## src/rtl/ppg_led_calibrator.sv

```systemverilog
// ppg_led_calibrator: per-channel DC-compensation / PGA gain search for the
// pulse-oximeter front end, followed by time-multiplexed LED acquisition.
module ppg_led_calibrator #(
  parameter int N_CH       = 2,
  parameter int ADC_W      = 8,
  parameter int DC_W       = 7,
  parameter int PGA_W      = 4,
  parameter int DRIVE      = 10,
  parameter int DC_LO      = 110,
  parameter int DC_HI      = 140,
  parameter int CLIP_LO    = 5,
  parameter int CLIP_HI    = 250,
  parameter int SETTLE_CYC = 4,
  parameter int SLOT_CYC   = 16,
  localparam int CH_W      = (N_CH > 1) ? $clog2(N_CH) : 1
) (
  input  logic                    CLK,
  input  logic                    rst,
  input  logic [ADC_W-1:0]        ADC,
  input  logic                    Find_setting,
  output logic [N_CH-1:0]         LED_EN,
  output logic [3:0]              LED_DRIVE,
  output logic [DC_W-1:0]         DC_Comp,
  output logic [PGA_W-1:0]        PGA_Gain,
  output logic                    CLK_Filter,
  output logic [N_CH*ADC_W-1:0]   ADC_Value,
  output logic                    sample_valid,
  output logic [CH_W-1:0]         sample_ch,
  output logic                    calib_done,
  output logic [N_CH-1:0]         calib_err
);

  localparam int SET_W  = $clog2(SETTLE_CYC + 1);
  localparam int SLOT_W = (SLOT_CYC > 2) ? $clog2(SLOT_CYC) : 1;

  localparam logic [ADC_W-1:0] DC_LO_V   = ADC_W'(DC_LO);
  localparam logic [ADC_W-1:0] DC_HI_V   = ADC_W'(DC_HI);
  localparam logic [ADC_W-1:0] CLIP_LO_V = ADC_W'(CLIP_LO);
  localparam logic [ADC_W-1:0] CLIP_HI_V = ADC_W'(CLIP_HI);
  localparam logic [DC_W-1:0]  DC_MID    = DC_W'(1) << (DC_W - 1);
  localparam logic [SET_W-1:0] SETTLE_V  = SET_W'(SETTLE_CYC);
  localparam logic [SLOT_W-1:0] SLOT_LAST = SLOT_W'(SLOT_CYC - 1);
  localparam logic [CH_W-1:0]  CH_LAST   = CH_W'(N_CH - 1);

  typedef enum logic [2:0] {
    IDLE,
    DC_SRCH,
    PGA_SRCH,
    NEXT_CH,
    OPERATE
  } state_t;

  state_t               state, state_nxt;
  logic [CH_W-1:0]      ch, ch_nxt;
  logic [SET_W-1:0]     settle, settle_nxt;
  logic [SLOT_W-1:0]    slot, slot_nxt;
  logic [N_CH-1:0]      led, led_nxt;
  logic [DC_W-1:0]      dc, dc_nxt;
  logic [PGA_W-1:0]     pga, pga_nxt;
  logic [DC_W-1:0]      dc_tab [N_CH];
  logic [DC_W-1:0]      dc_tab_nxt [N_CH];
  logic [PGA_W-1:0]     pga_tab [N_CH];
  logic [PGA_W-1:0]     pga_tab_nxt [N_CH];
  logic [N_CH*ADC_W-1:0] adcv, adcv_nxt;
  logic                 valid_nxt;
  logic [CH_W-1:0]      sch, sch_nxt;
  logic [N_CH-1:0]      err, err_nxt;
  logic                 clipped;

  assign clipped = (ADC <= CLIP_LO_V) || (ADC >= CLIP_HI_V);

  // Next-state and next-setting logic; Find_setting low overrides every transition.
  always_comb begin
    state_nxt   = state;
    ch_nxt      = ch;
    settle_nxt  = settle;
    slot_nxt    = slot;
    led_nxt     = led;
    dc_nxt      = dc;
    pga_nxt     = pga;
    dc_tab_nxt  = dc_tab;
    pga_tab_nxt = pga_tab;
    adcv_nxt    = adcv;
    valid_nxt   = 1'b0;
    sch_nxt     = sch;
    err_nxt     = err;

    if (!Find_setting && state != IDLE) begin
      state_nxt   = IDLE;
      ch_nxt      = '0;
      settle_nxt  = '0;
      slot_nxt    = '0;
      led_nxt     = '0;
      dc_nxt      = '0;
      pga_nxt     = '0;
      sch_nxt     = '0;
      dc_tab_nxt  = '{default: '0};
      pga_tab_nxt = '{default: '0};
    end else begin
      case (state)
        IDLE: begin
          if (Find_setting) begin
            state_nxt  = DC_SRCH;
            ch_nxt     = '0;
            led_nxt    = N_CH'(1);
            dc_nxt     = DC_MID;
            pga_nxt    = '0;
            settle_nxt = SETTLE_V;
            err_nxt    = '0;
          end
        end
        DC_SRCH: begin
          if (settle != '0) begin
            settle_nxt = settle - 1'b1;
          end else begin
            // Every decision restarts the settle window, even one that leaves the code unchanged.
            settle_nxt = SETTLE_V;
            if (ADC < DC_LO_V) begin
              if (dc == '0) begin
                err_nxt[ch]    = 1'b1;
                dc_tab_nxt[ch] = dc;
                state_nxt      = PGA_SRCH;
              end else begin
                dc_nxt = dc - 1'b1;
              end
            end else if (ADC > DC_HI_V) begin
              if (dc == '1) begin
                err_nxt[ch]    = 1'b1;
                dc_tab_nxt[ch] = dc;
                state_nxt      = PGA_SRCH;
              end else begin
                dc_nxt = dc + 1'b1;
              end
            end else begin
              dc_tab_nxt[ch] = dc;
              state_nxt      = PGA_SRCH;
            end
          end
        end
        PGA_SRCH: begin
          if (settle != '0) begin
            settle_nxt = settle - 1'b1;
          end else begin
            settle_nxt = SETTLE_V;
            if (clipped) begin
              if (pga != '0) begin
                pga_tab_nxt[ch] = pga - 1'b1;
                pga_nxt         = pga - 1'b1;
              end else begin
                pga_tab_nxt[ch] = '0;
              end
              led_nxt   = '0;
              state_nxt = NEXT_CH;
            end else if (pga == '1) begin
              pga_tab_nxt[ch] = pga;
              led_nxt         = '0;
              state_nxt       = NEXT_CH;
            end else begin
              pga_nxt = pga + 1'b1;
            end
          end
        end
        NEXT_CH: begin
          if (ch == CH_LAST) begin
            state_nxt = OPERATE;
            ch_nxt    = '0;
            slot_nxt  = '0;
            led_nxt   = N_CH'(1);
            dc_nxt    = dc_tab[0];
            pga_nxt   = pga_tab[0];
          end else begin
            state_nxt  = DC_SRCH;
            ch_nxt     = ch + 1'b1;
            led_nxt    = N_CH'(1) << ch_nxt;
            dc_nxt     = DC_MID;
            pga_nxt    = '0;
            settle_nxt = SETTLE_V;
          end
        end
        OPERATE: begin
          // Settings for a slot are applied on the edge that opens it, so the LED is lit for the whole slot.
          if (slot == SLOT_LAST) begin
            adcv_nxt[ch*ADC_W +: ADC_W] = ADC;
            valid_nxt = 1'b1;
            sch_nxt   = ch;
            ch_nxt    = (ch == CH_LAST) ? '0 : ch + 1'b1;
            slot_nxt  = '0;
            led_nxt   = N_CH'(1) << ch_nxt;
            dc_nxt    = dc_tab[ch_nxt];
            pga_nxt   = pga_tab[ch_nxt];
          end else begin
            slot_nxt = slot + 1'b1;
          end
        end
        default: state_nxt = IDLE;
      endcase
    end
  end

  // State, settings table and output registers.
  always_ff @(posedge CLK) begin
    if (rst) begin
      state        <= IDLE;
      ch           <= '0;
      settle       <= '0;
      slot         <= '0;
      led          <= '0;
      dc           <= '0;
      pga          <= '0;
      dc_tab       <= '{default: '0};
      pga_tab      <= '{default: '0};
      adcv         <= '0;
      sample_valid <= 1'b0;
      sch          <= '0;
      err          <= '0;
    end else begin
      state        <= state_nxt;
      ch           <= ch_nxt;
      settle       <= settle_nxt;
      slot         <= slot_nxt;
      led          <= led_nxt;
      dc           <= dc_nxt;
      pga          <= pga_nxt;
      dc_tab       <= dc_tab_nxt;
      pga_tab      <= pga_tab_nxt;
      adcv         <= adcv_nxt;
      sample_valid <= valid_nxt;
      sch          <= sch_nxt;
      err          <= err_nxt;
    end
  end

  // Free-running divide-by-two clock for the analog filter.
  always_ff @(posedge CLK) begin
    if (rst) CLK_Filter <= 1'b0;
    else     CLK_Filter <= ~CLK_Filter;
  end

  assign LED_EN     = led;
  assign DC_Comp    = dc;
  assign PGA_Gain   = pga;
  assign ADC_Value  = adcv;
  assign sample_ch  = sch;
  assign calib_err  = err;
  assign calib_done = (state == OPERATE);
  assign LED_DRIVE  = (state == IDLE) ? 4'd0 : 4'(DRIVE);

endmodule

```

## config.mk

```make
export PLATFORM = sky130hd
export DESIGN_NAME = ppg_led_calibrator
export DESIGN_NICKNAME = d
export VERILOG_FILES = /design/src/rtl/ppg_led_calibrator.sv
export SDC_FILE = /design/constraint.sdc
export NUM_CORES = 1
export LEC_CHECK = 0
export ABC_AREA = 1
export CAP_MARGIN = 30
export CORE_UTILIZATION = 54
export CTS_CLUSTER_DIAMETER = 120
export DETAILED_ROUTE_END_ITERATION = 7
export HOLD_SLACK_MARGIN = 0.06
export PLACE_DENSITY = 0.78
export RECOVER_POWER = 50
export SLEW_MARGIN = 20
export SYNTH_ARGS = -nofsm -noshare
export SYNTH_HDL_FRONTEND = slang
export SYNTH_SLANG_ARGS = --single-unit
export TNS_END_PERCENT = 1
```

## constraint.sdc

```tcl
create_clock -name CLK -period 2.9 [get_ports CLK]
set_clock_uncertainty 0.15 [all_clocks]
set_input_delay 0.58 -clock CLK [delete_from_list [all_inputs] [get_ports CLK]]
set_output_delay 0.58 -clock CLK [all_outputs]
set_load 0.005 [all_outputs]
```

# Word level (Yosys, flattened, before mapping)
# Index checks and enable logic that the tools add are counted.
# word_totals
ff_bits,67
out_inout_bits,39
wordCells,180
# op_classes
add_sub_neg,8
n_lt_le_gt_ge,9
eq_ne,24
shift,4
muxes,78
n_bitwise,9
n_reduce_logical,32
# op_table
operator,n
$mux 7,12
$mux 14,4
$mux 4,14
$mux 3,13
$neg 4->34,1
$shift 8x34->16 const A,1
$shiftx 8x34->16,1
$pmux 7 s4,1
$mux 2,12
$mux 8,3
$ne 3x3->1 const B,8
$reduce_and 7->1,3
$bwmux 16,1
$bwmux 8,2
$pmux 4 s4,1
$pmux 3 s5,1
$bwmux 14,1
$reduce_and 3->1,4
$reduce_bool 3->1,4
$reduce_bool 4->1,3
$ne 2x2->1 const B,5
$pmux 3 s3,1
$add 4x1->4 const B,2
$and 8x8->8,1
other kinds (46),65

# Depth between registers and ports, before layout
# Gate-level depths: netlist of run 1.
# logic_depth
ltp_word,10
ltp_mapped,14

# Worst setup path after synthesis of run 1
# Ideal clock, no wire load.
# synth_timing
kind,input-to-reg
startpoint,input ADC[7]
endpoint,register dc[5] (netlist: DC_Comp[5])
setup_time_ps,112
arrival_time_ps,2003
setup_slack_ps,635
cell_stages,11
path_buffers,0
cell_sequence,inv_1 nand2_1 nor2_2 ha_1 a21oi_1 o21ai_0 nand3b_1 nand2_1 nor2_1 nor2_1 nor2_1
# synth_via
elab_chain_cells,4
elab_cells_between_ends,9
cone_classes,2 x order compare; 3 x eq/ne; 3 x mux; 1 x reduce/logical
# synth_rtl
element,line,text
from (decl),19,"input logic [ADC_W-1:0] ADC,"
$lt 8x7->1,118,if (ADC < DC_LO_V) begin
$mux 7,118,
$mux 7,113,if (settle != '0) begin
$pmux 7 s4,100,case (state)
to (signal assigned),222,dc <= dc_nxt;
to (decl),58,"logic [DC_W-1:0] dc, dc_nxt;"
# Several ways; a longest one is shown, not always the timed one. The select of a mux whose other input is x is not followed.
# A chain may end at the register's enable or synchronous reset.

# Worst setup path after layout of run 1
# layout_timing
startpoint,input ADC[6]
endpoint,register dc[5] (netlist: DC_Comp[5])
# Same word-level chain as after synthesis.

==> results of run 1 <==
-- layout by cell type, fill, tap and decap left out, types with 7 or more instances in the layout --
cell type	count
dfxtp_1	67
nand2_1	136
inv_1	53
clkdlybuf4s50_1	18
nand3_1	56
nand4_1	8
dlygate4sd3_1	29
nand3_2	7
nor2_1	127
ha_1	9
nor3_1	7
a21oi_1	21
clkbuf_8	14
o21ai_0	38
a211oi_1	14
-- per-layer routing --
layer  share of wire, %  vias to the layer above  track usage [%]  routed length (um)
met5                  0                        -                0                   0
met4                1.8                        0             11.8                 182
met3                6.5                       22             3.96                 657
met2                 45                      149             46.2                4600
met1                 46                     1843             36.9                4670
li1                   -                     2059                -                   -
-- state kept, by name, summed over array words and instances, names as in the netlist --
register / cells
ADC_Value: 16
dc_tab: 14
pga_tab: 8
DC_Comp: 7
PGA_Gain: 4
slot: 4
settle: 3
state: 3
LED_EN: 2
calib_err: 2
CLK_Filter: 1
ch: 1
sample_ch: 1
sample_valid: 1
-- power by group through the flow --
stage | registers, mW | clock network, mW | logic, mW
floorplan | 1.12 | 0 | 1.17
global placement | 1.17 | 0 | 1.47
detailed placement | 1.17 | 0 | 1.49
CTS | 1.15 | 0.774 | 1.50
global route | 1.17 | 0.812 | 1.69
finish | 1.16 | 0.765 | 1.50
-- logic make-up after synthesis --
| group | count (synthesis) | share of synthesized area, % |
|---|---|---|
| and+or+nand+nor | 360 | 40.2 |
| AOI/OAI and AO/OA | 83 | 11.9 |
| buffers and inverters | 82 | 9.59 |
| DFF | 67 | 33.7 |
| adders and majority gates | 10 | 3.33 |
| xor gates and xnor gates | 5 | 1.10 |
| other | 1 | 0.0943 |
-- synth_stat cells, types with 6 or more instances --
cell | n | share of area [%]
nand2_1 | 135 | 13
nor2_1 | 124 | 12
dfxtp_1 | 67 | 34
nand3_1 | 55 | 6.9
inv_1 | 52 | 4.9
o21ai_0 | 38 | 4.8
a21oi_1 | 21 | 2.6
a211oi_1 | 14 | 2.6
ha_1 | 9 | 2.8
nand3_2 | 8 | 2.0
nand4_1 | 8 | 1.3
buf_2 | 7 | 0.88
nor3_1 | 7 | 0.88
buf_6 | 6 | 1.7
inv_2 | 6 | 0.57
nor2_2 | 6 | 0.94
-- worst max-delay path by stage --
stage	from	endpoint	slack, ns
4_1_cts	ADC[6]	DC_Comp[5]$_SDFFE_PP0P_	0.36
3_3_place_gp	ADC[6]	DC_Comp[5]$_SDFFE_PP0P_	0.11
3_5_place_dp	ADC[6]	DC_Comp[5]$_SDFFE_PP0P_	0.006
5_1_grt	ADC[5]	DC_Comp[5]$_SDFFE_PP0P_	0.09
6_report	ADC[6]	DC_Comp[5]$_SDFFE_PP0P_	0.34
2_1_floorplan	ADC[7]	DC_Comp[5]$_SDFFE_PP0P_	0.64
-- per-stage QoR --
step / cells / instance area, um2 / hold slack (ns) / util [%]
floorplan: 609 / 3980 / 0.251 / -
global route: 754 / 4660 / 0.280 / 67.2
finish: 754 / 4660 / 0.257 / 67.2
global placement: 739 / 4500 / 0.242 / 64.8
detailed placement: 739 / 4500 / 0.256 / 64.8
CTS: 754 / 4690 / 0.266 / 67.6
-- area by class of cell --
type | instances | area share (%)
Multi-Input combinational cell | 460 | 47.8
Sequential cell | 67 | 28.8
Timing Repair Buffer | 55 | 11.6
Inverter | 61 | 5.02
Clock buffer | 14 | 4.13
Tap cell | 96 | 2.58
Clock inverter | 1 | 0.107
==> results.md, run 1 <==
* Max Cap Violations at 0
* FF+latch count, synth at between 60 and 70
* Wire per inst at ~13 um
* CTS sink count at 67
* Port Buffers at 47
* Reg2reg start: slot[0]$_SDFFE_PP0P_
* Initial core utilization at roughly 57%
* Least-Margin Pin Slew at around 0.96 ns
* Largest net degree at the start of global routing at 36
* Vias/cell at between 5 and 6
* Site Rows at 30
* Synth Instances at 608
* Die X at about 88 um
* Critical Path Stages at 12
* TritonCTS clock tree: built
* Global-route wire length before repair at 17.0 mm
* CTS H-tree depth at 3
* Share of synthesized flip-flops with an asynchronous set or reset at 0%
* Status: finished, final reports clean
* Reg area at about 1300 um2
* Pins Over Slew Limit at 0
* Reg2reg end: ADC_Value[14]$_SDFFE_PP0P_
* Setup slack, reg-to-reg at 0.41 ns
* Sw Ratio at between 40 and 50%
* Worst hold path type: register to register
* Detailed-placement wirelength estimate at a little over 7 mm
* Post-Syn Area per Cell at about 6.5 um2
* Switch Pwr at around 1.4 mW
* DRC at 0
* Total CTS buffers at 9
* Startpoint class of the critical path: input port
* Area Overhead vs Synth at 17.2%
* Initial antenna violation count at 0
* CP top delay family: simple AND/OR/NAND/NOR gates
* GPL Wtd Cong at 0.948
* Setup ws final at about 0.34 ns
* Drt first pass iters at 6
* Clk buf depth at 2
* Final Hold Viols at 0
* Crit path buf inv count at 1
* Worst slew margin at 35.7%
* Crit-path slowest cell: clkdlybuf4s50_1
* Vias in the first global route at roughly 3700
* Worst Path Required at around 3 ns
* Hold Path Stages at 1
* Endpoint class of the critical path: register
* Die span in y at 87.8 um
* Worst Hold End: CLK_Filter$_SDFF_PP0_
* Min-delay src: CLK_Filter$_SDFF_PP0_
* Crit path kind: input port to register
* Reg clk slew, reported paths at around 0.07 ns
* Final Net Count at slightly below 700
* Seq/Total Area, Yosys at approximately a third
* Main flop type after synthesis: dfxtp_1
* Fillers at 628
* DRT antenna net count at 0
* CP max stage delay at around 0.48 ns
* Peak Freq at about 390 MHz
* Crit path top cell by count: nor2_1
* Worst slack, placed at about 0.006 ns
* Library cells used by synthesis at 39
* CP Data Arrival Time at between 2 and 3 ns
* P_int at approximately 2.0 mW
* RSZ-0062 raised after global routing: no
* Post-synth EDFFs at 0
* CTS Hold Buffers Added at 0
* Pwr Density at 733 nW/um2
* Fraction of layout cells with a size suffix above 1 at under 10%
* Vias at roughly 4100
* Post-Syn Area at ~4000 um2
* CP cell instances: clkdlybuf4s50_1 > nand3_1 > nand2_1 > nor2_2 > ha_1 > a21oi_1 > o21ai_0 > nand3b_1 > nand2_1 > nor2_1 > nor2_1 > nor2_1
* Peak supply drop at 0.000340 V
* Min cycle time layout at 2.56 ns
* Design Power at about 3.4 mW
* Clock power share at 22.4%
* Flop pwr share at about a third
* Buffer count from post-CTS setup fixing at 0
* # resized after CTS at 0
* Combinational power share at between 40% and 50%
* Synth warn at 0
* Total grt overflow at 0
* DR iter-0 viols at approximately 220
* Final WL at approximately 10 mm
* Clk Tree Root Cell: clkbuf_8
* Leak at between 2 and 2.5 nW
* Worst-skew pair later-pin latency at 0.35 ns
* Number of setup violations in the final report at 0
* Final worst-path cycle share at between 80% and 90%
* IO Pins at 50
* Core Area at about 7000 um2
* Worst-case reg-to-reg path depth at 8
* Multi-input logic area at ~2200 um2
* Setup TNS at 0 ns
* Crit Path Max Fanout at 7
* Die area at roughly 7700 um2
* Inserted Diodes at 0
* Total track usage at 28.1%
(Power assumes the default switching activity.)
==> run 2, diff against run 1 <==
--- a/config.mk
+++ b/config.mk
@@ -7,11 +7,10 @@
 export LEC_CHECK = 0
 export ABC_AREA = 1
 export CAP_MARGIN = 30
-export CORE_UTILIZATION = 54
+export CORE_UTILIZATION = 40
 export CTS_CLUSTER_DIAMETER = 120
 export DETAILED_ROUTE_END_ITERATION = 7
 export HOLD_SLACK_MARGIN = 0.06
-export PLACE_DENSITY = 0.78
 export RECOVER_POWER = 50
 export SLEW_MARGIN = 20
 export SYNTH_ARGS = -nofsm -noshare
==> results.md, run 2 (synthesized netlist as in run 1, its figures left out) <==
* Combinational power share at around 40%
* Crit-path slowest cell: clkdlybuf4s50_1
* CP Capture Point: DC_Comp[5]$_SDFFE_PP0P_
* Fin area at approximately 4800 um2
* CTS H-tree depth at 3
* Initial core utilization at about two fifths
* M2 GR Usage at between 30% and 40%
* Global-route wire length before repair at between 15 and 20 mm
* Crit Path Max Fanout at 7
* Final WL at just over 10 mm
* Vias at roughly 3900
* Site Rows at 36
* Buffer count from post-CTS setup fixing at 0
* Wire per inst at between 10 and 15 um
* Startpoint class of the critical path: input port
* Flop pwr share at 31.0%
* Reg clk slew, reported paths at 0.07 ns
* Finished Layout Cells at between 700 and 800
* Crit path buf inv count at 1
* Sw Ratio at between 30% and 40%
* Fraction of layout cells with a size suffix above 1 at about 8.8%
* Port Buffers at between 40 and 50
* Vias in the first global route at around 3700
* Switch Pwr at around 1.5 mW
* Peak supply drop at 0.000316 V
* Grt peak-use layer: met2
* Total CTS buffers at 9
* CP cell instances: clkdlybuf4s50_1 > nand3_1 > nand2_1 > nor2_2 > ha_1 > a21oi_1 > o21ai_0 > nand3b_1 > nand2_1 > nor2_1 > nor2_1 > nor2_1
* Inserted Diodes at 0
* Die area at 10300 um2
* DR iter-0 viols at approximately 170
* Reg2reg start: slot[0]$_SDFFE_PP0P_
* Die span in y at a little over 100 um
* Design Power at 3.74 mW
* Worst-skew pair later-pin latency at 0.35 ns
* CTS Hold Buffers Added at 0
* Initial antenna violation count at 0
* # resized after CTS at 0
* TritonCTS clock tree: built
* CP Data Arrival Time at about 2.6 ns
* P_int at 2.25 mW
* Crit path kind: input port to register
* # placed instances at just under 800
* Area Overhead vs Synth at 20.7%
* Max reg flops at 16
* Status: finished, final reports clean
* Max Cap Violations at 0
* Core Area at about 9700 um2
* CP top delay family: simple AND/OR/NAND/NOR gates
* DRT antenna net count at 0
* Crit path top cell by count: nor2_1
* Final Hold Viols at 0
* Die X at 102 um
* Worst Path Required at about 3 ns
* Largest net degree at the start of global routing at 36
* Most frequent cells in the layout: 135 x nand2_1, 127 x nor2_1, 67 x dfxtp_1, 55 x nand3_1, 53 x inv_1
* Worst hold path type: register to register
* Final worst-path cycle share at ~90%
* Hold Slack at approximately 0.27 ns
* Setup TNS at 0 ns
* DRC at 0
* Setup slack, reg-to-reg at about 0.43 ns
* Worst slew margin at roughly 34%
* Clk buf depth at 2
* GR Util met1 at between 20% and 30%
* GRT met3 Usage at under 10%
* Least-Margin Pin Slew at slightly below 1 ns
* Final Net Count at ~680
* Reg2reg end: ADC_Value[11]$_SDFFE_PP0P_
* CP max stage delay at approximately 0.48 ns
* Clock power share at 28.6%
* Vias/cell at 4.97
* RSZ-0062 raised after global routing: no
* Commonest non-fill, non-tap cell in the layout: nand2_1
* Total grt overflow at 0
* CTS sink count at 67
* Post-DP Area at 4550 um2
* Endpoint class of the critical path: register
* GPL Wtd Cong at 0.926
* Critical Path Stages at 12
* Total track usage at around a fifth
* Clk Tree Root Cell: clkbuf_8
* Detailed-placement wirelength estimate at 7.55 mm
* IO Pins at 50
* Critical path origin: ADC[6]
* Number of setup violations in the final report at 0
* Pwr Density at 779 nW/um2
* Peak Freq at about 400 MHz
* Pins Over Slew Limit at 0
* Leak at roughly 2.1 nW
* Drt first pass iters at 4
* Worst-case reg-to-reg path depth at 8
* Min cycle time layout at ~2.5 ns
-- run 2: changes by cell type in the layout (fill, tap and decap cells not counted), moves of 2 or more --
cell / previous run / this run
dlygate4sd3_1: 29 / 27
clkbuf_8: 14 / 10
clkdlybuf4s50_1: 18 / 20
bufinv_16: 0 / 4
-- run 2: cell type report --
type | instances | area (um2)
clock buffers | 10 | 138
multi-input cells | 460 | 2240
repair buffers | 56 | 547
flip-flops and latches | 67 | 1340
fillers | 1022 | 4880
clock inverters | 6 | 136
well taps | 133 | 166
inverters | 61 | 234
-- run 2: stage by stage --
step                      util [%]  worst slack, ns
final                         49.6            0.361
after global routing          49.6            0.154
after CTS                     49.8            0.385
after detailed placement      47.0           0.0268
after global placement        47.0           0.0877
after floorplan                  -            0.635
-- run 2: worst register-to-register path: cells and delay by family, from the launching register on --
kind / cells / cell delay [ns]
flip-flops: 1 / 0.38
buffers and inverters: 1 / 0.14
AND/OR/NAND/NOR: 6 / 1.46
adder cells (fa/ha/maj): 1 / 0.20
-- run 2: worst min path at each step --
stage | cells after the start | slack (ns) | from | endpoint
floorplan | 1 | 0.25 | CLK_Filter$_SDFF_PP0_ | CLK_Filter$_SDFF_PP0_
global placement | 1 | 0.24 | CLK_Filter$_SDFF_PP0_ | CLK_Filter$_SDFF_PP0_
detailed placement | 1 | 0.26 | CLK_Filter$_SDFF_PP0_ | CLK_Filter$_SDFF_PP0_
CTS | 1 | 0.28 | CLK_Filter$_SDFF_PP0_ | CLK_Filter$_SDFF_PP0_
global route | 1 | 0.29 | CLK_Filter$_SDFF_PP0_ | CLK_Filter$_SDFF_PP0_
finish | 1 | 0.27 | CLK_Filter$_SDFF_PP0_ | CLK_Filter$_SDFF_PP0_
-- run 2: power by group through the flow --
stage / Clock (mW) / Combinational (mW) / Sequential [mW]
global route: 1.11 / 1.70 / 1.17
global placement: 0 / 1.50 / 1.18
CTS: 1.08 / 1.52 / 1.16
floorplan: 0 / 1.17 / 1.12
finish: 1.07 / 1.51 / 1.16
detailed placement: 0 / 1.51 / 1.18
-- run 2: metal layers --
metal	wire length, um	share of wire (%)	vias to the layer above
li1	-	-	2064
met1	5080	49	1796
met2	4720	46	72
met3	407	3.9	12
met4	110	1.1	0
met5	0	0	-
==> run 3, diff against run 2 <==
--- a/config.mk
+++ b/config.mk
@@ -7,10 +7,11 @@
 export LEC_CHECK = 0
 export ABC_AREA = 1
 export CAP_MARGIN = 30
-export CORE_UTILIZATION = 40
+export CORE_UTILIZATION = 56
 export CTS_CLUSTER_DIAMETER = 120
 export DETAILED_ROUTE_END_ITERATION = 7
 export HOLD_SLACK_MARGIN = 0.06
+export PLACE_DENSITY = 0.8
 export RECOVER_POWER = 50
 export SLEW_MARGIN = 20
 export SYNTH_ARGS = -nofsm -noshare
==> results.md, run 3 (synthesized netlist as in run 1, its figures left out) <==
* Crit path top cell by count: nor2_1
* Final Hold Viols at 0
* Wire per inst at between 10 and 15 um
* CTS H-tree depth at 3
* Worst-skew pair later-pin latency at roughly 0.35 ns
* Number of setup violations in the final report at 0
* Initial antenna violation count at 0
* Min cycle time layout at roughly 2.6 ns
* Clk Tree Root Cell: clkbuf_8
* Fraction of layout cells with a size suffix above 1 at 8.04%
* Die area at roughly 7400 um2
* Total CTS buffers at 9
* Drt first pass iters at 5
* Global-route wire length before repair at ~17 mm
* Post-DP Area at 4500 um2
* Pins Over Slew Limit at 0
* Final Net Count at roughly 680
* Worst slew margin at around 37%
* Startpoint class of the critical path: input port
* CP top delay family: simple AND/OR/NAND/NOR gates
* Peak Freq at ~390 MHz
* IO Pins at 50
* Crit Path Max Fanout at 7
* CP cell instances: clkdlybuf4s50_1 > nand3_1 > nand2_1 > nor2_2 > ha_1 > a21oi_1 > o21ai_0 > nand3b_1 > nand2_1 > nor2_1 > nor2_1 > nor2_1
* Fin area at 4690 um2
* Site Rows at 30
* Peak supply drop at between 0.0003 and 0.0004 V
* Worst Path Required at 3.00 ns
* DR iter-0 viols at approximately 180
* Design Power at roughly 3.5 mW
* Die span in y at ~86 um
* Largest net degree at the start of global routing at 36
* Pwr Density at between 700 and 800 nW/um2
* Area Overhead vs Synth at 17.8%
* TritonCTS clock tree: built
* Max Cap Violations at 0
* Crit-path slowest cell: clkdlybuf4s50_1
* Hold Slack at around 0.25 ns
* Vias in the first global route at around 3700
* Status: finished, final reports clean
* Total track usage at between 20 and 30%
* Setup ws final at between 0.3 and 0.4 ns
* Port Buffers at 47
* Clk buf depth at 2
* Crit path buf inv count at 1
* Worst slack, placed at slightly below 0.006 ns
* Fillers at between 600 and 700
* GPL Wtd Cong at roughly 0.94
* Total grt overflow at 0
* Commonest non-fill, non-tap cell in the layout: nand2_1
* CP max stage delay at between 0.4 and 0.5 ns
* Most frequent cells in the layout: 135 x nand2_1, 127 x nor2_1, 67 x dfxtp_1, 56 x nand3_1, 54 x inv_1
* Detailed-placement wirelength estimate at between 7 and 8 mm
* Endpoint class of the critical path: register
* Leak at 2.11 nW
* Vias at 4088
* Die X at roughly 86 um
* Final worst-path cycle share at between 80 and 90%
* CTS sink count at 67
* Core Area at just under 7000 um2
* Vias/cell at ~5.4
* # resized after CTS at 0
* CTS Hold Buffers Added at 0
* Initial core utilization at 58.2%
* RSZ-0062 raised after global routing: no
* DRC at 0
* Crit path kind: input port to register
* Max reg flops at 16
* Buffer count from post-CTS setup fixing at 0
* Reg clk slew, reported paths at about 0.070 ns
* Setup TNS at 0 ns
* Worst hold path type: register to register
* DRT antenna net count at 0
* CP Data Arrival Time at 2.69 ns
* Final WL at approximately 10 mm
* Least-Margin Pin Slew at 0.940 ns
* Inserted Diodes at 0
==> run 3: changes by cell type in the layout (fill, tap and decap cells not counted), sizes merged <==
cell	previous run	this run
buf	8	7
bufinv	4	2
clkbuf	11	13
clkinv	3	4
clkinvlp	1	0
==> run 3: area by class of cell <==
| class | count | area [um2] | share of cell area [%] |
|---|---|---|---|
| inverter | 61 | 234 | 4.99 |
| clock buffer | 12 | 145 | 3.10 |
| multi-input combinational | 460 | 2230 | 47.7 |
| sequential | 67 | 1340 | 28.6 |
| clock inverter | 4 | 73.8 | 1.58 |
| tap | 96 | 120 | 2.56 |
| timing repair buffer | 55 | 539 | 11.5 |
==> run 3: worst register-to-register path, cell delays in order, from the launching register on <==
cell     delay (ns)
dfxtp_1        0.39
ha_1           0.20
nand3_1        0.20
nor2_1         0.24
nand2_2        0.10
nor2_1         0.72
inv_1          0.16
nor2_1         0.14
nor3_1         0.05
==> run 3: per-layer routing <==
layer | part of all wire, % | track usage (%) | vias to the layer above
li1 | - | - | 2065
met1 | 45 | 36.0 | 1863
met2 | 46 | 48.0 | 134
met3 | 5.9 | 4.10 | 26
met4 | 2.6 | 13.9 | 0
met5 | 0 | 0 | -
==> run 3: final timing paths <==
path	start	end	cells after the start	slack [ns]
worst min register to register	CLK_Filter$_SDFF_PP0_	CLK_Filter$_SDFF_PP0_	1	0.25
worst max register to register	slot[0]$_SDFFE_PP0P_	ADC_Value[14]$_SDFFE_PP0P_	8	0.41
worst max-delay path	ADC[5]	DC_Comp[5]$_SDFFE_PP0P_	12	0.31
worst min-delay path	CLK_Filter$_SDFF_PP0_	CLK_Filter$_SDFF_PP0_	1	0.25
==> run 3: stage by stage <==
step | instances | utilization (%)
finish | 755 | 68.6
global route | 755 | 68.6
CTS | 755 | 69.0
detailed placement | 739 | 65.8
global placement | 739 | 65.8
floorplan | 609 | -
==> run 3: power breakdown <==
part	switching, mW	total [mW]	internal (mW)
combinational	0.976	1.51	0.537
sequential	0.136	1.16	1.02
clock	0.354	0.863	0.508
